### src/rtl/nmi_rx_pkg.sv
// Shared types and sizing helpers for the NMI receiver.
// Optional acknowledge timeout is enabled by defining NMI_RX_TIMEOUT_EN.
package nmi_rx_pkg;

   typedef enum logic [1:0] {
      IDLE     = 2'd0,
      ASSERT   = 2'd1,
      WAIT_ACK = 2'd2
   } nmi_rx_state_t;

   // Tick counter must hold the larger of the two terminal counts.
   function automatic int unsigned cnt_width(input int unsigned hold, input int unsigned tmo);
      int unsigned m;
      m = (hold > tmo) ? hold : tmo;
      return $clog2(m + 1);
   endfunction

endpackage

### src/rtl/nmi_tick_counter.sv
// Clear/enable cpu_en tick counter with a terminal-count compare.
// Shared between the hold and acknowledge-wait phases of nmi_receiver.
module nmi_tick_counter #(
   parameter int unsigned W = 4
) (
   input  logic         clk,
   input  logic         rst,
   input  logic         i_clr,
   input  logic         i_en,
   input  logic [W-1:0] i_term,
   output logic         o_tc_c
);

   logic [W-1:0] r_count;

   always_ff @(posedge clk) begin
      if (rst || i_clr) begin
         r_count <= '0;
      end else if (i_en) begin
         r_count <= r_count + W'(1);
      end
   end

   assign o_tc_c = (r_count == i_term);

endmodule

### src/rtl/nmi_receiver.sv
// Turns rising edges of the NMI request level into timed active-low nmi_n pulses.
// Define NMI_RX_TIMEOUT_EN to add the acknowledge timeout and sticky timeout_err.
import nmi_rx_pkg::*;

module nmi_receiver #(
   parameter int unsigned HOLD_TICKS    = 2,
   parameter int unsigned TIMEOUT_TICKS = 64,
   parameter int unsigned MISS_W        = 4
) (
   input  logic              clk,
   input  logic              rst,
   input  logic              nmi_in,
   input  logic              cpu_en,
   input  logic              vec_ack,
   input  logic              clr,
   output logic              nmi_n,
   output logic              busy,
   output logic              pending,
   output logic [MISS_W-1:0] miss_cnt,
   output logic              timeout_err
);

   localparam int unsigned CNT_W = cnt_width(HOLD_TICKS, TIMEOUT_TICKS);
   localparam logic [CNT_W-1:0] HOLD_LAST = CNT_W'(HOLD_TICKS - 1);
`ifdef NMI_RX_TIMEOUT_EN
   localparam logic [CNT_W-1:0] TMO_LAST  = CNT_W'(TIMEOUT_TICKS - 1);
`endif

   nmi_rx_state_t     r_state;
   nmi_rx_state_t     w_state_nxt;
   logic              r_nmi_in_q;
   logic              r_nmi_n;
   logic              w_nmi_n_nxt;
   logic              r_busy;
   logic              r_pending;
   logic              w_pending_nxt;
   logic              r_ack_seen;
   logic              w_ack_seen_nxt;
   logic [MISS_W-1:0] r_miss_cnt;
   logic              w_miss;
   logic              w_rise;
   logic              w_cnt_clr;
   logic              w_cnt_en;
   logic [CNT_W-1:0]  w_term;
   logic              w_tc;
`ifdef NMI_RX_TIMEOUT_EN
   logic              r_timeout_err;
   logic              w_timeout;
`endif

   assign w_rise = nmi_in & ~r_nmi_in_q;

   // Counter restarts on every state change so each phase counts from zero.
   assign w_cnt_clr = (r_state == IDLE) | (w_state_nxt != r_state);
`ifdef NMI_RX_TIMEOUT_EN
   assign w_cnt_en  = cpu_en & (r_state != IDLE);
   assign w_term    = (r_state == WAIT_ACK) ? TMO_LAST : HOLD_LAST;
`else
   assign w_cnt_en  = cpu_en & (r_state == ASSERT);
   assign w_term    = HOLD_LAST;
`endif

   nmi_tick_counter #(.W(CNT_W)) u_tick (
      .clk    (clk),
      .rst    (rst),
      .i_clr  (w_cnt_clr),
      .i_en   (w_cnt_en),
      .i_term (w_term),
      .o_tc_c (w_tc)
   );

   always_ff @(posedge clk) begin
      if (rst) begin
         r_state    <= IDLE;
         r_nmi_in_q <= 1'b1;
         r_nmi_n    <= 1'b1;
         r_busy     <= 1'b0;
         r_pending  <= 1'b0;
         r_ack_seen <= 1'b0;
      end else begin
         r_state    <= w_state_nxt;
         r_nmi_in_q <= nmi_in;
         r_nmi_n    <= w_nmi_n_nxt;
         r_busy     <= (w_state_nxt != IDLE);
         r_pending  <= w_pending_nxt;
         r_ack_seen <= w_ack_seen_nxt;
      end
   end

   always_comb begin
      w_state_nxt    = r_state;
      w_nmi_n_nxt    = r_nmi_n;
      w_pending_nxt  = r_pending;
      w_ack_seen_nxt = r_ack_seen;
      w_miss         = 1'b0;
`ifdef NMI_RX_TIMEOUT_EN
      w_timeout      = 1'b0;
`endif
      case (r_state)
         IDLE: begin
            w_ack_seen_nxt = 1'b0;
            if (w_rise || r_pending) begin
               w_state_nxt   = ASSERT;
               w_nmi_n_nxt   = 1'b0;
               w_pending_nxt = w_rise & r_pending;
            end
         end
         ASSERT: begin
            if (vec_ack) w_ack_seen_nxt = 1'b1;
            // An ack already seen (or arriving now) skips the wait phase.
            if (cpu_en && w_tc) begin
               w_nmi_n_nxt    = 1'b1;
               w_ack_seen_nxt = 1'b0;
               w_state_nxt    = (r_ack_seen || vec_ack) ? IDLE : WAIT_ACK;
            end
         end
         WAIT_ACK: begin
            if (vec_ack) begin
               w_state_nxt = IDLE;
            end
`ifdef NMI_RX_TIMEOUT_EN
            else if (cpu_en && w_tc) begin
               w_timeout   = 1'b1;
               w_state_nxt = IDLE;
            end
`endif
         end
         default: w_state_nxt = IDLE;
      endcase
      if (w_rise && (r_state != IDLE)) begin
         if (!r_pending) w_pending_nxt = 1'b1;
         else            w_miss        = 1'b1;
      end
   end

   // A miss coinciding with clr still counts once.
   always_ff @(posedge clk) begin
      if (rst) begin
         r_miss_cnt <= '0;
      end else if (clr) begin
         r_miss_cnt <= w_miss ? MISS_W'(1) : '0;
      end else if (w_miss && (r_miss_cnt != {MISS_W{1'b1}})) begin
         r_miss_cnt <= r_miss_cnt + MISS_W'(1);
      end
   end

`ifdef NMI_RX_TIMEOUT_EN
   always_ff @(posedge clk) begin
      if (rst)            r_timeout_err <= 1'b0;
      else if (w_timeout) r_timeout_err <= 1'b1;
      else if (clr)       r_timeout_err <= 1'b0;
   end
   assign timeout_err = r_timeout_err;
`else
   assign timeout_err = 1'b0;
`endif

   assign nmi_n    = r_nmi_n;
   assign busy     = r_busy;
   assign pending  = r_pending;
   assign miss_cnt = r_miss_cnt;

endmodule

### config.mk
export PLATFORM = sky130hd
export DESIGN_NAME = nmi_receiver
export DESIGN_NICKNAME = d
export VERILOG_FILES = /design/src/rtl/nmi_rx_pkg.sv /design/src/rtl/nmi_tick_counter.sv /design/src/rtl/nmi_receiver.sv
export SDC_FILE = /design/constraint.sdc
export NUM_CORES = 1
export LEC_CHECK = 0
export ABC_AREA = 1
export BUFFER_PORTS_ARGS = -buffer_cell sky130_fd_sc_hd__buf_2
export CAP_MARGIN = 40
export CORE_MARGIN = 4
export CORE_UTILIZATION = 35
export DETAILED_ROUTE_END_ITERATION = 6
export HOLD_SLACK_MARGIN = 0.05
export SYNTH_ARGS = -nofsm -noshare
export SYNTH_HDL_FRONTEND = slang
export SYNTH_SLANG_ARGS = --single-unit
### constraint.sdc
create_clock -name clk -period 1.2 [get_ports clk]
set_input_delay 0.12 -clock clk [delete_from_list [all_inputs] [get_ports clk]]
set_output_delay 0.12 -clock clk [all_outputs]
set_load 0.01 [all_outputs]
After elaboration in Yosys (flattened, before gate mapping)
Index checks and enable logic that the tools add are counted.
{"block": "totals", "reg_bits": 18, "in_bits": 6, "out_inout_bits": 8, "elab_cells": 56}
{"block": "op_classes", "add_sub_neg": 2, "n_eq_ne": 8, "muxes": 20, "n_bitwise": 5, "reduce_logical": 13}
{"operator": "1-bit two-way mux", "n": 11}
{"operator": "2-bit two-way mux", "n": 4}
{"operator": "4-bit two-way mux", "n": 2}
{"operator": "2-bit nonzero test", "n": 4}
{"operator": "7-bit by 1-bit adder with 7-bit output, second input constant", "n": 1}
{"operator": "7-bit by 1-bit equality test with 1-bit output, second input constant", "n": 1}
{"operator": "2-bit one-hot mux with 3 select lines", "n": 1}
{"operator": "4-bit by 1-bit adder with 4-bit output, second input constant", "n": 1}
{"operator": "2-bit by 1-bit inequality test with 1-bit output, second input constant", "n": 2}
{"operator": "4-bit inequality test, second input constant", "n": 1}
{"operator": "1-bit one-hot mux with 2 select lines", "n": 2}
{"operator": "1-bit bitwise AND", "n": 3}
{"operator": "1-bit logical AND", "n": 3}
{"operator": "1-bit logical OR", "n": 3}
{"operator": "3-bit by 2-bit inequality test with 1-bit output, second input constant", "n": 1}
{"operator": "3-bit AND reduction", "n": 1}
{"operator": "2-bit by 1-bit equality test with 1-bit output, second input constant", "n": 1}
{"operator": "2-bit equality test, second input constant", "n": 1}
{"operator": "2-bit logical NOT", "n": 1}
{"operator": "2-bit inequality test", "n": 1}
{"operator": "2-bit AND reduction", "n": 1}
{"operator": "1-bit NOT", "n": 1}
{"operator": "1-bit bitwise OR", "n": 1}

Depth between registers and ports, before layout
{"block": "logic_depth", "ltp_word": 8, "mapped_depth": 9, "depth_no_buf": 9}

Hierarchy
Synthesis repeated with hierarchy kept, for this count alone.
{"block": "hier_totals", "cells_unflattened": 157, "area_unflattened_um2": 997.2}
{"module": "nmi_receiver", "n_inst": 1, "cells_each": 78, "area_per_inst_um2": 549.3, "seq_area_each_um2": 220.2}
{"module": "nmi_tick_counter", "n_inst": 1, "cells_each": 79, "area_per_inst_um2": 447.9, "seq_area_each_um2": 140.1}

Least setup slack after synthesis
No wires, ideal clock.
{"block": "synth_path", "path_kind": "reg2reg", "start": "register u_tick.r_count[0]", "end": "register u_tick.r_count[0]", "setup_ns": 0.120, "arrival_ns": 1.121, "required_ns": 1.080, "path_slack_ns": -0.041, "stages_incl_launch_ff": 9, "n_path_buf": 0, "period_less_slack_ns": 1.241, "path_cell_list": "dfxtp_1 ha_1 nand3_1 nor2_1 nand2_1 nand2_1 nand2_1 nand2_1 nor2_1"}
{"block": "synth_via", "elab_chain_cells": 7, "word_cells_on_any_way": 8, "cone_classes": "1 x add/sub; 2 x eq/ne; 2 x mux; 1 x bitwise; 2 x reduce/logical"}
{"item": "start: declaration", "line_no": "nmi_tick_counter.sv:14", "rtl": "logic [W-1:0] r_count;"}
{"item": "start signal: assignment", "line_no": "nmi_tick_counter.sv:20", "rtl": "r_count <= r_count + W'(1);"}
{"item": "7-bit by 1-bit equality test with 1-bit output", "line_no": "nmi_tick_counter.sv:24", "rtl": "assign o_tc_c = (r_count == i_term);"}
{"item": "1-bit logical AND", "line_no": "nmi_receiver.sv:111", "rtl": "if (cpu_en && w_tc) begin"}
{"item": "2-bit two-way mux", "line_no": "nmi_receiver.sv:111"}
{"item": "2-bit one-hot mux with 3 select lines", "line_no": "nmi_receiver.sv:99", "rtl": "case (r_state)"}
{"item": "2-bit inequality test", "line_no": "nmi_receiver.sv:54", "rtl": "assign w_cnt_clr = (r_state == IDLE) | (w_state_nxt != r_state);"}
{"item": "1-bit bitwise OR", "line_no": "nmi_receiver.sv:54"}
{"item": "1-bit logical OR", "line_no": "nmi_tick_counter.sv:17", "rtl": "if (rst || i_clr) begin"}
Several ways; a longest one is shown, not always the timed one.
A chain may end at the register's enable or synchronous reset.

Worst setup path after layout
{"block": "layout_path", "start": "register u_tick.r_count[1]", "end": "register u_tick.r_count[4]"}
Same word-level chain as after synthesis.

==> impl_metrics.json <==
{
  "path_buf_inv": 1,
  "rows": 17,
  "start_util_pct": 38.3,
  "synth-seq-cells": 18,
  "synth_top_area_share_pct": 40.6,
  "path_clk_slew_ns": 0.11,
  "gp_congestion": 0.775,
  "clkSinkCount": 18,
  "worstHoldEndpoint": "miss_cnt[0]",
  "hpwl_mm": 1.40,
  "r2r_cells": 9,
  "synth_area_leader_cell": "dfxtp_1",
  "cts_buffer_depth": 2,
  "yosys.area_share.xor_xnor_pct": 1.97,
  "core-area_um2": 2320,
  "num_vias": 848,
  "dp_slack_ns": -0.0860,
  "timing.rr.start": "u_tick.r_count[1]",
  "synth_top_family_by_area": "simple AND/OR/NAND/NOR gates",
  "synth_compound_area_share_pct": 10.9,
  "rsz0062_at_grt": "yes",
  "cts_buffers": 3,
  "synth.distinct_cells": 22,
  "path_class": "flop to flop",
  "die_area_um2": 3400,
  "ios": 14,
  "finalSetupViolCount": 4,
  "portBuffers": 12,
  "drc": 0,
  "cp_slowest_cell": "dfxtp_2",
  "fin_ws_ns": -0.0119,
  "die_w_um": 58.3,
  "required_ns": 1.40,
  "reg2reg_to": "u_tick.r_count[4]",
  "path_max_fanout": 7,
  "track_usage_pct": 12.5,
  "r2r_setup_slack_ns": -0.01,
  "cpLargestDelayFamily": "simple AND/OR/NAND/NOR gates",
  "die_h_um": 58.3,
  "antenna_cells": 0,
  "routed_wl_mm": 1.98,
  "clkLatencyLatePin_ns": 0.30,
  "synthMuxAreaShare_pct": 0,
  "critPathMostFrequentCell": "nand2_2",
  "use_met1_pct": 14.5,
  "crit_chain": "inv_2 -> ha_4 -> nand3_4 -> nor2_4 -> nand2_2 -> nand2_2 -> nand2_2 -> nand2_4 -> nor2_1",
  "grt_pass1_vias": 787,
  "cp-end-kind": "flop",
  "netlist_area_um2": 887,
  "tritoncts": "built",
  "cp.arrival_ns": 1.41,
  "synth-simple-area-share_pct": 33.9,
  "nNetsFinal": 162,
  "hold_viol": 0,
  "syn_nets": 134,
  "dpl.cell_count": 170,
  "slew_viol_final": 0,
  "synth-seq-area-share_pct": 40.6,
  "clock_skew_ns": 0.00940,
  "hp-start": "clr",
  "ant_nets": 0,
  "grt.busiest_layer": "met2",
  "fin_cells": 180,
  "use_met3_pct": 4.82,
  "grt_overflow_total": 0,
  "grt_first_pass_wirelength_mm": 3.28,
  "drv_cap": 0,
  "hold_depth": 4,
  "clockRootBuffer": "clkbuf_4",
  "drive_gt1_share_pct": 40.8,
  "area_growth_pct": 37.1,
  "syn_inst": 125,
  "p_leak_nw": 0.506,
  "period_minus_slack_ns": 1.21,
  "synth_area_leaders": "dfxtp_1 41%, nand2_1 13%, nor2_1 7.2%",
  "fmax_mhz": 825,
  "routedWlPerCell_um": 11.0,
  "synth_fa_ha_area_share_pct": 4.23,
  "htreeDepth": 1,
  "worst_hold_path_type": "input port to flop",
  "dr.pass1.iters": 4,
  "ir_drop_mv": 0.809,
  "first_iter_violations": 15,
  "syn_avg_cell_area_um2": 7.10,
  "worst-path-stages": 9,
  "p_per_area_nw_per_um2": 902,
  "violations": "negative setup slack",
  "grt_max_degree": 11,
  "grt_antenna_before_repair": 0,
  "status": "complete, but fails checks",
  "use_met2_pct": 21.7,
  "avgViaCountPerCell": 4.71,
  "slowest_delay_ns": 0.34,
  "yosys_warnings": 0,
  "fin_crit_sh_pct": 101,
  "cp-start-kind": "flop"
}
[registers in the layout, indices dropped and copies added, names as in the netlist]
register,cells
pending,1
nmi_n,1
r_ack_seen,1
busy,1
r_nmi_in_q,1
miss_cnt,4
r_state,2
u_tick.r_count,7
[layer usage]
layer / share of wire, % / vias up
met3: 4.2 / 4
met5: 0 / -
met2: 49 / 13
li1: - / 442
met4: 1.6 / 0
met1: 45 / 389
[metrics by stage]
step | power, mW | utilization (%) | cell area (um^2) | setup TNS (ns) | hold slack (ns)
final | 1.10 | 52.5 | 1220 | -0.0281 | 0.116
after global routing | 1.16 | 52.5 | 1220 | -1.04 | 0.126
after CTS | 1.10 | 49.6 | 1150 | 0 | 0.0876
after detailed placement | 0.701 | 44.1 | 1020 | -0.536 | 0.347
after global placement | 0.699 | 44.1 | 1020 | -0.0729 | 0.338
after floorplan | 0.673 | - | 890 | 0 | 0.196
[logic make-up after synthesis]
group / after synthesis
simple gates: 66
buf+inv: 18
flops: 18
compound gates: 17
fa+ha+maj: 3
xor+xnor: 2
other cells: 1
[worst max-delay path by stage]
| stage | start | end | slack [ns] |
|---|---|---|---|
| 3_5_place_dp | u_tick.r_count[0] | u_tick.r_count[0] | -0.09 |
| 5_1_grt | u_tick.r_count[1] | u_tick.r_count[4] | -0.12 |
| 3_3_place_gp | u_tick.r_count[1] | u_tick.r_count[0] | -0.02 |
| 2_1_floorplan | u_tick.r_count[0] | u_tick.r_count[0] | 0.003 |
| 6_report | u_tick.r_count[1] | u_tick.r_count[4] | -0.01 |
| 4_1_cts | r_state[0] | u_tick.r_count[3] | 0.006 |
[report_power, final]
part / switching, mW / internal, mW / total, mW
combinational: 0.0598 / 0.0450 / 0.105
clock: 0.197 / 0.185 / 0.382
sequential: 0.00450 / 0.605 / 0.610
[placed cells by master (no fill, tap or decap), types with 4 or more instances in the layout]
master   Yosys  final
nor2_1      17     12
buf_2        0     12
nand3_1      9      7
dfxtp_2      0      5
a21oi_1      8      6
nor2_2       2      6
inv_1       15     14
buf_4        1      9
o21ai_0      5      4
dfxtp_1     18     12
nand2_2      0      5
nand2_1     30     24
[cells in the mapped netlist, drive strengths merged]
| master | number |
|---|---|
| inv | 17 |
| o21ai | 6 |
| o21bai | 2 |
| conb | 1 |
| a21oi | 8 |
| nor2 | 21 |
| buf | 1 |
| dfxtp | 18 |
| or2 | 3 |
| nand2 | 31 |
| nand4 | 1 |
| nand3b | 1 |
| ha | 3 |
| xor2 | 2 |
| nand3 | 9 |
| o211ai | 1 |
[repair_timing]
| action | in CTS | in global routing |
|---|---|---|
| cloned | 0 | 0 |
| gates resized for setup | 19 | 15 |
| pin swaps | 8 | 11 |
| endpoints found under the setup margin | 8 | 12 |
| setup buffers | 1 | 3 |
| hold buffers | 2 | 0 |
| endpoints found under the hold margin | 3 | 0 |
[area by class of cell]
class | count | area (um^2)
Clock buffer | 4 | 36.3
Multi-Input combinational cell | 89 | 552
Inverter | 17 | 63.8
Fill cell | 244 | 1100
Timing Repair Buffer | 24 | 159
Tap cell | 28 | 35.0
Sequential cell | 18 | 370
[worst reg2reg max path: stages (launching register included)]
cell,delay [ns]
dfxtp_2,0.34
inv_2,0.06
ha_4,0.13
nand3_4,0.07
nor2_4,0.13
nand2_2,0.08
nand2_2,0.06
nand2_2,0.07
nand2_4,0.12
nor2_1,0.06
Power figures use the tool's default switching activity.
